**src/rtl/mem_ctrl.sv**
```systemverilog
// Byte-serial memory controller sitting behind the load/store buffer.
// Arbitrates instruction fetch against LSB loads/stores, serializes each
// access onto the 8-bit RAM port and returns the assembled, extended result
// with a one-cycle done pulse. Reads abort on a ROB flush; committed stores
// always complete. Stores to IO space wait while the UART buffer is full.
module mem_ctrl #(
  parameter int                ADDR_W  = 32,
  parameter logic [ADDR_W-1:0] IO_BASE = 32'h0003_0000
) (
  input  logic              clk_in,
  input  logic              rst_n_in,
  input  logic              rdy_in,
  input  logic              clear_in,
  input  logic              io_buffer_full,
  input  logic [7:0]        mem_din,
  output logic [7:0]        mem_dout,
  output logic [ADDR_W-1:0] mem_a,
  output logic              mem_wr,
  input  logic              if_req,
  input  logic [ADDR_W-1:0] if_addr,
  output logic              if_done,
  output logic [31:0]       if_data,
  input  logic              lsb_req,
  input  logic              lsb_we,
  input  logic [2:0]        lsb_func3,
  input  logic [ADDR_W-1:0] lsb_addr,
  input  logic [31:0]       lsb_wdata,
  output logic              lsb_done,
  output logic [31:0]       lsb_rdata
);

  localparam logic [1:0] S_IDLE  = 2'd0;
  localparam logic [1:0] S_READ  = 2'd1;
  localparam logic [1:0] S_WRITE = 2'd2;

  localparam logic GRANT_IF  = 1'b0;
  localparam logic GRANT_LSB = 1'b1;

  localparam logic [2:0] FUNC3_W = 3'b010;

  logic [1:0]        state;
  logic [2:0]        cnt;        // bytes already handled in this access
  logic [2:0]        len_q;      // access size in bytes: 1, 2 or 4
  logic [ADDR_W-1:0] addr_q;
  logic [2:0]        func3_q;
  logic [31:0]       wdata_q;
  logic              who_q;      // requester that owns the current access
  logic              last_grant;
  logic [31:0]       buf_q;      // read bytes assembled little-endian

  logic              if_cand;
  logic              lsb_cand;
  logic              pick_lsb;
  logic [2:0]        next_cnt;
  logic [ADDR_W-1:0] byte_addr;
  logic [ADDR_W-1:0] next_addr;
  logic              io_hit;

  // Byte count from the low two func3 bits; 2'b11 is not a legal size.
  function automatic logic [2:0] size_of(input logic [1:0] sz);
    case (sz)
      2'b00:   return 3'd1;
      2'b01:   return 3'd2;
      default: return 3'd4;
    endcase
  endfunction

  // Sign/zero extension of an assembled load according to func3.
  function automatic logic [31:0] extend(input logic [2:0] f3, input logic [31:0] w);
    case (f3)
      3'b000:  return {{24{w[7]}}, w[7:0]};
      3'b001:  return {{16{w[15]}}, w[15:0]};
      3'b100:  return {24'h0, w[7:0]};
      3'b101:  return {16'h0, w[15:0]};
      default: return w;
    endcase
  endfunction

  // A flush cancels reads presented in the same cycle; committed stores survive it.
  assign if_cand  = if_req && !clear_in;
  assign lsb_cand = lsb_req && (!clear_in || lsb_we);

  // Address arithmetic wraps naturally at ADDR_W bits.
  assign next_cnt  = cnt + 3'd1;
  assign byte_addr = addr_q + ADDR_W'(cnt);
  assign next_addr = addr_q + ADDR_W'(next_cnt);
  assign io_hit    = (addr_q >= IO_BASE);

  // Round-robin: on a tie the requester not served last time wins.
  always_comb begin
    // NOTE: combinational outputs get a default first so no latch is inferred.
    pick_lsb = 1'b0;
    if (lsb_cand && (!if_cand || last_grant == GRANT_IF)) pick_lsb = 1'b1;
  end

  // Access sequencer: grant, byte serialization, result delivery.
  always_ff @(posedge clk_in or negedge rst_n_in) begin
    // NOTE: sequential state uses non-blocking assignments only, so every
    // register sees pre-edge values regardless of statement order.
    if (!rst_n_in) begin
      state      <= S_IDLE;
      cnt        <= 3'd0;
      len_q      <= 3'd0;
      addr_q     <= '0;
      func3_q    <= 3'd0;
      wdata_q    <= 32'h0;
      who_q      <= GRANT_IF;
      last_grant <= GRANT_IF;
      buf_q      <= 32'h0;
      mem_a      <= '0;
      mem_dout   <= 8'h0;
      mem_wr     <= 1'b0;
      if_done    <= 1'b0;
      if_data    <= 32'h0;
      lsb_done   <= 1'b0;
      lsb_rdata  <= 32'h0;
    end else if (!rdy_in) begin
      // Frozen: only the write strobe is dropped so no byte is repeated.
      mem_wr <= 1'b0;
    end else begin
      if_done  <= 1'b0;
      lsb_done <= 1'b0;
      case (state)
        S_IDLE: begin
          if (if_cand || lsb_cand) begin
            who_q      <= pick_lsb;
            last_grant <= pick_lsb;
            addr_q     <= pick_lsb ? lsb_addr : if_addr;
            mem_a      <= pick_lsb ? lsb_addr : if_addr;
            func3_q    <= pick_lsb ? lsb_func3 : FUNC3_W;
            len_q      <= pick_lsb ? size_of(lsb_func3[1:0]) : 3'd4;
            wdata_q    <= lsb_wdata;
            mem_wr     <= 1'b0;
            cnt        <= 3'd0;
            buf_q      <= 32'h0;
            state      <= (pick_lsb && lsb_we) ? S_WRITE : S_READ;
          end
        end
        S_READ: begin
          if (clear_in) begin
            mem_wr <= 1'b0;
            state  <= S_IDLE;
          end else if (cnt == len_q) begin
            if (who_q == GRANT_LSB) begin
              lsb_done  <= 1'b1;
              lsb_rdata <= extend(func3_q, buf_q);
            end else begin
              if_done <= 1'b1;
              if_data <= buf_q;
            end
            state <= S_IDLE;
          end else begin
            // mem_din answers the address presented on the previous edge.
            buf_q[{cnt[1:0], 3'b000} +: 8] <= mem_din;
            if (next_cnt < len_q) mem_a <= next_addr;
            cnt <= next_cnt;
          end
        end
        S_WRITE: begin
          if (cnt == len_q) begin
            mem_wr   <= 1'b0;
            mem_a    <= '0;
            lsb_done <= 1'b1;
            state    <= S_IDLE;
          end else if (io_hit && io_buffer_full) begin
            mem_wr <= 1'b0;
          end else begin
            mem_wr   <= 1'b1;
            mem_a    <= byte_addr;
            mem_dout <= wdata_q[{cnt[1:0], 3'b000} +: 8];
            cnt      <= next_cnt;
          end
        end
        default: state <= S_IDLE;
      endcase
    end
  end

endmodule

```
**config.mk**
```make
export PLATFORM = sky130hd
export DESIGN_NAME = mem_ctrl
export DESIGN_NICKNAME = d
export VERILOG_FILES = /design/src/rtl/mem_ctrl.sv
export SDC_FILE = /design/constraint.sdc
export NUM_CORES = 1
export LEC_CHECK = 0
export ABC_AREA = 1
export CORE_MARGIN = 2
export CORE_UTILIZATION = 35
export DETAILED_ROUTE_END_ITERATION = 16
export DONT_BUFFER_PORTS = 1
export SYNTH_ARGS = -nofsm -noshare
export SYNTH_HDL_FRONTEND = slang
export SYNTH_SLANG_ARGS = --single-unit
```
**constraint.sdc**
```tcl
create_clock -name clk_in -period 8.8 [get_ports clk_in]
set_input_delay 0.44 -clock clk_in [delete_from_list [all_inputs] [get_ports clk_in]]
set_output_delay 0.44 -clock clk_in [all_outputs]
set_load 0.02 [all_outputs]
```
== Word-level counts from Yosys, hierarchy flattened ==
Cells that the tools add are included.

* Register bits after elaboration: 215
* Word-level logic and storage cells: 113
* Output and inout port bits: 107

* Shift operators: 3
* Equal/unequal tests: 17
* Order comparisons: 2
* Mux-type cells: 44
* Bitwise gates (word level): 4
* Reductions and logical operators: 24
* Add/sub/neg operators: 4

{| class="wikitable"
|+ Operators by type and width
! operator !! count
|-
| 32-bit two-way mux || 10
|-
| 32-bit case mux with 4 select lines || 1
|-
| 32-bit case mux with 3 select lines || 1
|-
| 32-bit by 3-bit adder with 32-bit output || 2
|-
| 32-bit case mux with 2 select lines || 1
|-
| 32-bit bitwise mux || 1
|-
| 32-bit by 18-bit >= comparator with 1-bit output, second input constant || 1
|-
| 8-bit by 7-bit variable shift with 32-bit output, first input constant || 1
|-
| 32-bit by 6-bit indexed part select with 8-bit output || 1
|-
| 8-bit by 7-bit indexed part select with 32-bit output || 1
|-
| 3-bit two-way mux || 7
|-
| 5-bit AND reduction || 3
|-
| 1-bit two-way mux || 14
|-
| 7-bit AND reduction || 2
|-
| 2-bit inequality test, second input constant || 6
|-
| 3-bit inequality test, second input constant || 3
|-
| 3-bit case mux with 3 select lines || 1
|-
| 2-bit two-way mux || 4
|-
| 5-bit negation with 7-bit output || 1
|-
| 3-bit == test, second input constant || 2
|-
| 2-bit case mux with 3 select lines || 1
|-
| 3-bit case mux with 2 select lines || 1
|-
| 3-bit AND reduction || 2
|-
| 1-bit logical AND || 5
|-
| other kinds (18) || 26
|}

== Logic depth before layout (Yosys ltp) ==
Gate-level depths: netlist of the first run.

* Depth after elaboration: 10
* Depth in mapped cells: 17
* Depth with buffers taken out: 15

== Worst setup path before layout of the first run ==
Ideal clock, no wire load.

* Path type: reg2reg
* Start point: register cnt[0]
* End point: register mem_a[14]
* Stages on the path, launching flop included: 17
* Data required time: 8.683 ns
* Path slack: 5.726 ns
* Arrival time: 2.957 ns
* Path through: dfrtp_1 > buf_2 > clkinv_1 > clkbuf_1 > ha_1 > clkinv_1 > fa_1 > inv_1 > nand3_1 > nand2_1 > nand2_1 > nor2_1 > nand2_1 > nand3_1 > nand3_1 > nand3_1 > nand2_1

* Word-level cells in the longest chain between the ends: 6
* Elaborated cells between the ends (all ways): 15
* Classes of those cells: add/sub (3); order compare (1); eq/ne (4); mux (6); reduce/logical (1)

{| class="wikitable"
|+ RTL lines
! item !! RTL line !! source
|-
| start: declaration || 42 || <nowiki>logic [2:0] cnt;</nowiki>
|-
| start signal: assignment || 156 || <nowiki>cnt <= next_cnt;</nowiki>
|-
| start signal: assignment || 171 || <nowiki>cnt <= next_cnt;</nowiki>
|-
| 3-bit by 1-bit adder with 3-bit output || 84 || <nowiki>assign next_cnt = cnt + 3'd1;</nowiki>
|-
| 32-bit by 3-bit adder with 32-bit output || 86 || <nowiki>assign next_addr = addr_q + ADDR_W'(next_cnt);</nowiki>
|-
| 32-bit two-way mux || 155 || <nowiki>if (next_cnt < len_q) mem_a <= next_addr;</nowiki>
|-
| 32-bit two-way mux || 143 || <nowiki>end else if (cnt == len_q) begin</nowiki>
|-
| 32-bit two-way mux || 140 || <nowiki>if (clear_in) begin</nowiki>
|-
| 32-bit case mux with 3 select lines || 123 || <nowiki>case (state)</nowiki>
|-
| end signal: assignment || 129 || <nowiki>mem_a <= pick_lsb ? lsb_addr : if_addr;</nowiki>
|-
| end signal: assignment || 155 ||
|-
| end signal: assignment || 169 || <nowiki>mem_a <= byte_addr;</nowiki>
|-
| end: declaration || 17 || <nowiki>output logic [ADDR_W-1:0] mem_a,</nowiki>
|}

Several ways; a longest one is shown, not always the timed one. The select of a mux whose other input is x is not followed.
A chain may end at the register's enable or synchronous reset.

== Final worst setup path of the first run ==
Same ends and word-level chain as after synthesis.

==> metrics.sh, run 1 <==
TRITONCTS_CLOCK_TREE='yes'
POST_ROUTE_CELLS_DRIVE_ABOVE_1_SHARE=0.0460
FILLERINSTANCES=3558
GLOBALROUTE.TOTALOVERFLOW=0
CTS.REPORTEDPATHS.CLKPINSLEW_NS=0.07
SYN-NUM-NETS=1753
SETUP.WORST_PATH.START_CLASS='register'
FINAL_CELL_AREA_MM2=0.0130
INTERNAL_POWER_W=0.00239
FF2FF_PATH_DEPTH=14
PORT-BUFFER-COUNT=0
ROOT_BUFFER='clkbuf_16'
NETS=1732
FIN_CRIT_SH=0.519
TRACK_USAGE=0.206
WORST_SLEW_PIN_SLEW_NS=1.16
FINAL_CELL_MIX='595 x nand2_1, 215 x dfrtp_1, 173 x o21ai_0'
YOSYSWARNINGCOUNT=0
DRC_ERRORS=0
TOTALWIRELENGTH_UM=36200
DESIGN_POWER_TOTAL_W=0.00443
IR_DROP_V=0.000170
TIME_THE_FINAL_WORST_PATH_NEEDS_WITH_I_O_DELAYS_AND_SETUP_NS=4.56
MAX_CAP_VIOL_COUNT=0
FLOORPLAN.IO_PINS=222
OUTCOME='finished with violations'
POWER.SWITCHING_W=0.00204
CRIT_PATH_MAX_FANOUT=29
GRT_PASS1_WL_UM=58200
SYNTHDOMINANTAREACELLTYPE='dfrtp_1'
CTS_MAX_LEVEL=1
CTS_RESIZED=0
CLOCK_POWER_SHARE=0.229
MIN-DELAY-PATH-CLASS='in -> async'
WORST_SLEW_MARGIN_REL=0.226
DRT_PASS1_ITERATIONS=7
INITIAL_CELL_DENSITY_OF_THE_CORE=0.353
SYNTH.YOSYS.SEQ_AREA_SHARE=0.457
P_SW_FRAC=0.461
GRT_SETUP_UNREPAIRED='false'
CRITICAL_PATH_CLASS='reg -> reg'
CTS_BUFFERS=24
CRIT_ARRIVAL_NS=5.00
PLACED_CELL_COUNT=2002
HPWL_UM=25700
NUMCLOCKSINKS=215
CRIT_REQUIRED_NS=9.24
POST_SYNTHESIS_CELL_TYPE_COUNT=43
VIAS=10500
SYNTH.AREA.TOP_CELLS='dfrtp_1 46%, nand2_1 19%, o21ai_0 7.3%'
SLOWEST_STAGE='clkinv_1'
GP_CONGESTION=0.885
YS_SEQ_ELEMENTS=215
POWER_DENSITY_mW_PER_MM2=341
DRT_ITER0_MARKERS=885
REPORT.FINAL.SETUP_VIOL=0
LARGEST_NET_DEGREE_AT_THE_START_OF_GLOBAL_ROUTING=216
VIOLATIONS='hold timing'
FMAX_GHz=0.219
PLACEMENTROWS=67
SHARE_OF_TOTAL_POWER_IN_COMBINATIONAL_LOGIC=0.359
ANTENNA_FOUND_INITIAL=2
REGTOREGSTARTPOINT='cnt[0]$_DFFE_PN0P_'
HOLD_VIOLATIONS=4
R2R-END='mem_a[14]$_DFFE_PN0P_'
FINCLKSKEW_NS=0.0117
AREA_GROWTH_PCT=10.4
LAYOUT.CELLS.MOST_COMMON='nand2_1'
POST_SYNTH.CELL_AREA_AVG_UM2=7.28
CLOCK_INSERTION_DELAY_WORST_SKEW_NS=0.55
SYNTHCELLS=1618
FLOORPLAN.DIE.HEIGHT_UM=188
SYNTHESIS.AREA_MM2=0.0118
PLACED_CELL_AREA_MM2=0.0120
SYNTH_TOP_AREA_SHARE=0.457
MAXSLEWVIOLCOUNT=0
TIMING.CRITICAL_PATH.CELLS='clkinv_1 > ha_1 > clkinv_1 > fa_1 > inv_1 > nand3_1 > nand2_1 > nand2_1 > nor2_1 > nand2_1 > nand3_1 > nand3_1 > nand3_1 > nand2_1'
DIE_AREA_MM2=0.0352
FINISH.CELL_COUNT_WITHOUT_FILLERS=2058
CLOCKBUFFERDEPTH=3
DIE_W_UM=188
CRITICAL-PATH-MAX-STAGE-DELAY_NS=0.82
SEQ_POWER_SHARE=0.412
END_KIND='register'
ROUTED_WIRE_LENGTH_PER_INSTANCE_UM=17.6
WORST-R2R-SETUP-SLACK_NS=4.24
HOLD_WS_NS=-0.0336
P_LEAK_nW=6.14
FINALSETUPTNS_NS=0
FIRST_GLOBAL_VIAS=10100
AVGVIACOUNTPERCELL=5.11
NUMBER_OF_NETS_WITH_ANTENNA_VIOLATIONS_AFTER_ROUTING=0
CORE_AREA_MM2=0.0334
## synthesized netlist by cell type (all sizes together)
cell type,n
nand3,160
o211ai,3
inv,126
a31oi,4
o31ai,2
buf,38
and2,1
clkbuf,32
xor2,2
and3,1
xnor2,3
ha,18
o21ai,190
nand3b,2
o22ai,12
mux2i,11
nor2,149
nor3,14
a21boi,1
or2,2
clkinv,4
nand4,14
o311ai,1
dfrtp,215
a21oi,8
fa,2
o21bai,1
nand2,602
## final cells by class
type / instances / area (µm²) / share of cell area
Antenna cell: 1 / 2.50 / 0.000192
Clock buffer: 28 / 636 / 0.0489
Clock inverter: 10 / 146 / 0.0113
Inverter: 130 / 495 / 0.0381
Multi-Input combinational cell: 1203 / 5560 / 0.427
Sequential cell: 215 / 5380 / 0.414
Tap cell: 448 / 561 / 0.0431
Timing Repair Buffer: 23 / 233 / 0.0179
## critical path: cells and delay by family (launching register included)
kind,cells,cell delay (ns)
buffers and inverters,3,1.21
adder cells (fa/ha/maj),2,1.18
AND/OR/NAND/NOR,9,1.27
flip-flops,1,0.79
## flip-flops by register name, indices dropped and copies added, names as in the netlist, 8 cells and up
register / count
buf_q: 32
mem_a: 32
if_data: 32
addr_q: 32
mem_dout: 8
wdata_q: 32
lsb_rdata: 32
## layer usage
layer,up-vias,GRT usage,share of wire
met1,4967,0.299,0.47
li1,5146,-,-
met4,2,0.0588,0.025
met2,351,0.308,0.42
met3,53,0.0464,0.080
met5,-,0,0.00036
## how the worst max path moves through the flow
stage                                        to  slack [ns]  cells after the start               start
after detailed placement  mem_a[14]$_DFFE_PN0P_        4.25                     14  cnt[0]$_DFFE_PN0P_
after CTS                 mem_a[14]$_DFFE_PN0P_        4.25                     14  cnt[0]$_DFFE_PN0P_
after global routing      mem_a[30]$_DFFE_PN0P_        3.61                     14  cnt[0]$_DFFE_PN0P_
after floorplan           mem_a[14]$_DFFE_PN0P_        5.73                     16  cnt[0]$_DFFE_PN0P_
after global placement    mem_a[30]$_DFFE_PN0P_        4.40                     14  cnt[0]$_DFFE_PN0P_
final                     mem_a[14]$_DFFE_PN0P_        4.24                     14  cnt[0]$_DFFE_PN0P_
## power groups by stage
| stage | sequential, W | clock [W] | combinational [W] |
|---|---|---|---|
| after CTS | 0.00183 | 0.00104 | 0.00160 |
| after detailed placement | 0.00184 | 0 | 0.00156 |
| after floorplan | 0.00170 | 0 | 0.00125 |
| after global routing | 0.00187 | 0.00107 | 0.00183 |
| final | 0.00183 | 0.00102 | 0.00159 |
| after global placement | 0.00184 | 0 | 0.00153 |
## stage by stage
stage / utilization / worst slack [ns]
finish: 0.390 / 4.24
global route: 0.390 / 3.61
CTS: 0.390 / 4.25
detailed placement: 0.361 / 4.25
global placement: 0.361 / 4.40
floorplan: - / 5.73
## logic make-up (layout without fill, tap and decap cells)
family	after synthesis	count (layout)	synth area share
AOI/OAI and AO/OA	222	222	0.102
xor gates and xnor gates	5	5	0.00372
adders and majority gates	20	20	0.0225
buffers and inverters	200	191	0.0733
DFF	215	215	0.457
muxes	11	11	0.00934
other	0	1	0
and+or+nand+nor	945	945	0.333
## timing repair
action	in CTS	in global routing
buffers inserted	0	0
hold endpoints to repair	231	0
hold buffers	17	0
(Power assumes the default switching activity.)
==> run 2, diff against run 1 <==
Settings changed: ABC_AREA 1 to 0.
Clock period 8.8 ns to 4.16 ns, I/O delays scaled along.
==> run 2 against run 1 <==
Compared with the run above: the flow still finishes with violations (hold timing); synthesized cell count decreased by 26%; sequential power increased by 110%; hold slack got worse by 0.58 ns; fmax increased by 38%; combinational power increased by 86%; register-to-register slack got worse by 3.4 ns; cell count decreased by 18%; critical path depth decreased by 4; die area decreased by 6.8%; count of clock-buffer cells in the layout increased by 1.
==> metrics.sh, run 2 <==
FMAX_GHz=0.303
CLOCK_POWER_SHARE=0.269
MAXSLEWVIOLCOUNT=0
SHARE_OF_TOTAL_POWER_IN_COMBINATIONAL_LOGIC=0.319
CRIT_FAMILY='compound AO/OA/AOI/OAI gates'
NUMBER_OF_NETS_WITH_ANTENNA_VIOLATIONS_AFTER_ROUTING=0
SYNTH_TOP_AREA_SHARE=0.490
CRIT_ARRIVAL_NS=3.72
SYNTH.AREA.TOP_CELLS='dfrtp_1 49%, nand2_1 12%, o21ai_0 4.9%'
INTERNAL_POWER_W=0.00550
SYNTH.YOSYS.SEQ_AREA_SHARE=0.490
CTS_SETUP_BUFFERS=0
POST_ROUTE_CELLS_DRIVE_ABOVE_1_SHARE=0.103
HPWL_UM=21800
LAYOUT.CELLS.MOST_COMMON='nand2_1'
SYNTHFLOPTYPE='dfrtp_1'
MAX_CAP_VIOL_COUNT=0
PORT-BUFFER-COUNT=0
OUTCOME='finished with violations'
CRIT_PATH_MAX_FANOUT=18
FF2FF_PATH_DEPTH=10
SYNTH.TOP_CELLS.BY_COUNT='353 x nand2_1, 215 x dfrtp_1, 108 x o21ai_0, 53 x clkbuf_1, 48 x a21oi_1'
DIE_AREA_MM2=0.0328
FINCLKSKEW_NS=0.0156
AREA_GROWTH_PCT=21.8
DIE_W_UM=181
PLACEMENTROWS=64
END_KIND='register'
VIAS=9241
FIRST_GLOBAL_VIAS=9226
LARGEST_NET_DEGREE_AT_THE_START_OF_GLOBAL_ROUTING=216
P_SW_FRAC=0.407
TRACK_USAGE=0.200
TRITONCTS_CLOCK_TREE='yes'
SYNTHCELLS=1193
FINALSETUPTNS_NS=0
SEQ_POWER_SHARE=0.412
CRITPATHBUFINV=1
GRT_SETUP_UNREPAIRED='false'
FIN_CRIT_SH=0.793
GLOBALROUTE.TOTALOVERFLOW=0
HOLD_VIOLATIONS=215
VIOLATIONS='hold timing'
CTS-HOLD-FIX-BUFFERS=111
SLOWEST_STAGE='o2111a_1'
YS_SEQ_ELEMENTS=215
FILLERINSTANCES=2989
ANTENNA-DIODE-COUNT=0
REPORT.FINAL.SETUP_VIOL=0
P_LEAK_nW=5.96
CLOCKBUFFERDEPTH=3
ROUTED_WIRE_LENGTH_PER_INSTANCE_UM=19.7
ANTENNA_FOUND_INITIAL=0
LOGIC_DEPTH_OF_THE_WORST_PATH_BUFFERS_INCLUDED=10
CTS_RESIZED=0
FINAL_CELL_AREA_MM2=0.0134
YOSYSWARNINGCOUNT=0
IR_DROP_V=0.000376
CTS_MAX_LEVEL=1
WORST-R2R-SETUP-SLACK_NS=0.86
FLOORPLAN.IO_PINS=222
CORE_AREA_MM2=0.0307
SYNTH_ASYNC_SR_FLOP_SHARE=1.00
NUMCLOCKSINKS=215
HOLD_WS_NS=-0.617
GRT_PASS1_WL_UM=52400
SETUP.WORST_PATH.START_CLASS='register'
FINAL_CELL_MIX='353 x nand2_1, 215 x dfrtp_1, 111 x dlygate4sd3_1'
NETS=1408
SYNTHDOMINANTAREACELLTYPE='dfrtp_1'
WORST_SLEW_PIN_SLEW_NS=1.14
CRIT_REQUIRED_NS=4.59
TIMING.CRITICAL_PATH.CELLS='buf_4 > ha_1 > xor2_1 > ha_1 > nor2b_1 > o2111a_1 > nor4b_1 > xor2_1 > a221oi_1 > o21ai_1'
SYNTH.MOST_COMMON_CELL='nand2_1'
MIN-DELAY-PATH-CLASS='in -> async'
FLOORPLAN.DIE.HEIGHT_UM=181
POST_SYNTH.CELL_AREA_AVG_UM2=9.20
CRITICAL-PATH-MAX-STAGE-DELAY_NS=0.50
SYN-NUM-NETS=1328
WORST_SLEW_MARGIN_REL=0.237
DRC_ERRORS=0
SYNTH-EDFF-COUNT=0
CTS_BUFFERS=25
POWER.SWITCHING_W=0.00377
SYNTHESIS.AREA_MM2=0.0110
POST_SYNTHESIS_CELL_TYPE_COUNT=71
INITIAL_CELL_DENSITY_OF_THE_CORE=0.357
CTS.REPORTEDPATHS.CLKPINSLEW_NS=0.06
DRT_ITER0_MARKERS=733
AVGVIACOUNTPERCELL=5.48
ROOT_BUFFER='clkbuf_16'
GP_CONGESTION=0.894
POWER_DENSITY_mW_PER_MM2=694
CLOCK_INSERTION_DELAY_WORST_SKEW_NS=0.55
TOTALWIRELENGTH_UM=33200
TIME_THE_FINAL_WORST_PATH_NEEDS_WITH_I_O_DELAYS_AND_SETUP_NS=3.30
CRITICAL_PATH_CLASS='reg -> reg'
DRT_PASS1_ITERATIONS=6
PLACED_CELL_AREA_MM2=0.0113
run 2: cell count changes after synthesis, sizes merged, moves of 10 or more:
cell | before | now
a22o | 0 | 13
clkbuf | 32 | 53
o21ai | 190 | 131
inv | 126 | 22
nor2 | 149 | 33
a31oi | 4 | 26
buf | 38 | 26
nand3 | 160 | 12
a21oi | 8 | 49
nand2 | 602 | 353
mux2 | 0 | 43
mux2i | 11 | 22
xnor2 | 3 | 13
run 2: cells by family (layout without fill, tap and decap cells):
| family | Yosys count | after routing | synth area share |
|---|---|---|---|
| AND/OR/NAND/NOR | 467 | 467 | 0.180 |
| AO/OA/AOI/OAI | 294 | 294 | 0.168 |
| flip-flops | 215 | 215 | 0.490 |
| buffers and inverters | 101 | 199 | 0.0380 |
| multiplexers | 73 | 73 | 0.0806 |
| XOR/XNOR | 23 | 23 | 0.0184 |
| adder cells (fa/ha/maj) | 20 | 20 | 0.0242 |
run 2: through the flow:
stage	instances	setup slack [ns]	utilization	total power, W	hold slack, ns
4_1_cts	1687	0.862	0.435	0.00933	-0.660
3_5_place_dp	1531	0.874	0.368	0.00668	-0.0751
5_1_grt	1687	0.540	0.435	0.00987	-0.645
2_1_floorplan	1193	0.353	-	0.00578	-0.0876
6_report	1687	0.862	0.435	0.00927	-0.617
3_3_place_gp	1531	0.953	0.368	0.00661	-0.0756
run 2: per-layer routing:
layer	wire [µm]	up-vias	track usage
met4	1140	0	0.0670
met3	2010	65	0.0385
met5	0	-	0
met1	14400	4525	0.264
met2	15600	308	0.331
li1	-	4343	-
run 2: worst paths after layout:
kind	start	endpoint
max in group asynchronous	rst_n_in	func3_q[2]$_DFFE_PN0P_
min in group clk_in	if_addr[1]	addr_q[1]$_DFFE_PN0P_
worst max-delay path	cnt[0]$_DFFE_PN0P_	mem_a[28]$_DFFE_PN0P_
worst min-delay path	rst_n_in	lsb_rdata[8]$_DFFE_PN0P_
worst max register to register	cnt[0]$_DFFE_PN0P_	mem_a[28]$_DFFE_PN0P_
worst min register to register	wdata_q[21]$_DFFE_PN0P_	wdata_q[21]$_DFFE_PN0P_
run 2: power by group through the flow:
| stage | logic [W] | clock network, W | registers (W) |
|---|---|---|---|
| global route | 0.00331 | 0.00263 | 0.00393 |
| CTS | 0.00296 | 0.00255 | 0.00382 |
| global placement | 0.00277 | 0 | 0.00384 |
| finish | 0.00295 | 0.00249 | 0.00382 |
| detailed placement | 0.00283 | 0 | 0.00385 |
| floorplan | 0.00233 | 0 | 0.00345 |
run 2: area by class of cell:
cell class                      instances  area [µm²]  area share
Sequential cell                       215        5380       0.403
Timing Repair Buffer                  132        1270      0.0950
Tap cell                              396         495      0.0371
Multi-Input combinational cell        877        5200       0.389
Clock buffer                           29         671      0.0502
Inverter                               22        82.6     0.00618
Clock inverter                         16         263      0.0197
==> run 3, diff against run 2 <==
Settings changed: ABC_AREA 0 to 1.
Clock period 4.16 ns to 2.99 ns, I/O delays scaled along.
==> run 3 against run 2 <==
Compared with the run above: the flow still finishes with violations (hold timing); design area is 5.6% higher; cell count is 29% higher; hold slack worse by 0.075 ns; global-route usage is 1.0 points higher; core utilization is 1.1 points lower; count of clock-buffer cells in the layout is 5 higher; non-clock buffer count is 2 higher; total power is 44% higher; critical path depth is 4 higher; die area is 7.3% higher; first-iteration DRC count is 9.8% higher; largest power group unchanged.
==> metrics.sh, run 3 (same netlist as run 1, synthesis figures left out) <==
NUMCLOCKSINKS=215
GRT_PASS1_WL_UM=59600
HOLD_WS_NS=-0.693
CRIT_ARRIVAL_NS=3.21
AREA_GROWTH_PCT=19.8
MAX_CAP_VIOL_COUNT=0
GP_CONGESTION=0.936
FINALSETUPTNS_NS=0
OUTCOME='finished with violations'
MIN-DELAY-PATH-CLASS='in -> async'
FMAX_GHz=0.359
DRC_ERRORS=0
CRIT_REQUIRED_NS=3.42
FLOORPLAN.DIE.HEIGHT_UM=188
POWER_DENSITY_mW_PER_MM2=945
FIN_CRIT_SH=0.932
MET3_USAGE=0.0434
GR-MAX-USAGE-LAYER='met2'
WORST_SLEW_PIN_SLEW_NS=0.649
WORST_SLEW_MARGIN_REL=0.563
ROOT_BUFFER='clkbuf_16'
TIME_THE_FINAL_WORST_PATH_NEEDS_WITH_I_O_DELAYS_AND_SETUP_NS=2.79
P_LEAK_nW=6.64
IR_DROP_V=0.000535
FINAL_CELL_MIX='594 x nand2_1, 215 x dfrtp_1, 173 x o21ai_0'
NUMBER_OF_NETS_WITH_ANTENNA_VIOLATIONS_AFTER_ROUTING=0
PLACED_CELL_AREA_MM2=0.0122
PORT-BUFFER-COUNT=0
GRT_UTIL_MET1=0.307
CTS.REPORTEDPATHS.CLKPINSLEW_NS=0.06
HOLD_VIOLATIONS=215
CTS_SETUP_BUFFERS=0
CRIT_PATH_MAX_FANOUT=9
POST_ROUTE_CELLS_DRIVE_ABOVE_1_SHARE=0.0551
DESIGN_POWER_TOTAL_W=0.0133
REPORT.FINAL.SETUP_VIOL=0
VIOLATIONS='hold timing'
GLOBALROUTE.TOTALOVERFLOW=0
CLOCK_INSERTION_DELAY_WORST_SKEW_NS=0.54
ROUTED_WIRE_LENGTH_PER_INSTANCE_UM=17.1
INITIAL_CELL_DENSITY_OF_THE_CORE=0.353
POSTLAYOUTCOREUTIL=0.423
MAXSLEWVIOLCOUNT=0
CTS_MAX_LEVEL=1
LARGEST_NET_DEGREE_AT_THE_START_OF_GLOBAL_ROUTING=216
HPWL_UM=26200
DRT_ITER0_MARKERS=805
DIE_W_UM=188
CLOCKBUFFERDEPTH=3
FINAL_CELL_AREA_MM2=0.0141
PLACEMENTROWS=67
AVGVIACOUNTPERCELL=5.07
CRITICAL_PATH_CLASS='reg -> reg'
NETS=1843
ANTENNA_FOUND_INITIAL=2
CTS-HOLD-FIX-BUFFERS=112
TRACK_USAGE=0.210
LAYOUT.CELLS.MOST_COMMON='nand2_1'
SETUP.WORST_PATH.START_CLASS='register'
FLOORPLAN.IO_PINS=222
DRT_PASS1_ITERATIONS=7
CTS_BUFFERS=24
DIE_AREA_MM2=0.0352
TRITONCTS_CLOCK_TREE='yes'
FIRST_GLOBAL_VIAS=10500
END_KIND='register'
TOTALWIRELENGTH_UM=37200
CORE_AREA_MM2=0.0334
MET2_USAGE=0.312
VIAS=11000
FINCLKSKEW_NS=0.0151
run 3: changes by cell type in the layout (fill, tap and decap cells not counted), sizes merged, moves of 10 or more:
| cell | before | now |
|---|---|---|
| a21oi | 49 | 8 |
| a22o | 13 | 0 |
| a31oi | 26 | 4 |
| inv | 25 | 126 |
| mux2 | 43 | 0 |
| mux2i | 22 | 11 |
| nand2 | 353 | 602 |
| nand3 | 12 | 160 |
| nor2 | 33 | 149 |
| o21ai | 131 | 190 |
| xnor2 | 13 | 3 |
run 3: metal layers:
metal	vias to the layer above	wire length, µm
li1	5389	-
met1	5173	17500
met2	379	15700
met3	75	2890
met4	2	1110
met5	-	16
run 3: layout make-up:
type	instances	area [µm²]
well taps	448	561
diodes	3	7.51
clock inverters	7	91.3
inverters	130	497
clock buffers	34	718
multi-input cells	1203	5560
repair buffers	134	1300
flip-flops and latches	215	5380
fillers	3488	19200
run 3: worst max-delay path, cell delays in order, from the launching register on:
cell,delay (ns)
dfrtp_1,0.42
clkinv_1,0.14
ha_1,0.35
clkinv_2,0.16
fa_1,0.42
inv_1,0.12
nand3_1,0.10
nand2_2,0.17
inv_1,0.07
nor2_1,0.27
nand3_1,0.13
nand3_1,0.10
nand3_1,0.08
nand2_1,0.09
nand2_1,0.05
run 3: where the power goes:
group / total [W] / internal, W / leakage (nW) / switching, W
clock: 0.00303 / 0.00176 / 0.397 / 0.00127
combinational: 0.00498 / 0.00167 / 3.41 / 0.00331
sequential: 0.00532 / 0.00388 / 2.83 / 0.00145
run 3: worst paths after layout:
path	from	slack [ns]	cells past startpoint	endpoint
max in group asynchronous	rst_n_in	3.35	0	addr_q[17]$_DFFE_PN0P_
max reg2reg	cnt[0]$_DFFE_PN0P_	0.20	14	mem_a[28]$_DFFE_PN0P_
min	rst_n_in	-0.69	0	if_data[19]$_DFFE_PN0P_
max	cnt[0]$_DFFE_PN0P_	0.20	14	mem_a[28]$_DFFE_PN0P_
min reg2reg	wdata_q[13]$_DFFE_PN0P_	0.46	2	wdata_q[13]$_DFFE_PN0P_
min in group clk_in	if_addr[30]	0.01	6	mem_a[30]$_DFFE_PN0P_
run 3: repair_timing:
item,in CTS,in global routing
resized for setup,0,2
endpoints found under the hold margin,347,215
endpoints found under the setup margin,0,12
run 3: through the flow:
step	hold WS, ns	worst slack, ns	std cells
6_report	-0.693	0.204	2174
5_1_grt	-0.726	-0.00756	2171
4_1_cts	-0.708	0.0653	2171
3_5_place_dp	-0.138	0.0986	2018
3_3_place_gp	-0.136	0.231	2018
2_1_floorplan	-0.146	0.00659	1618
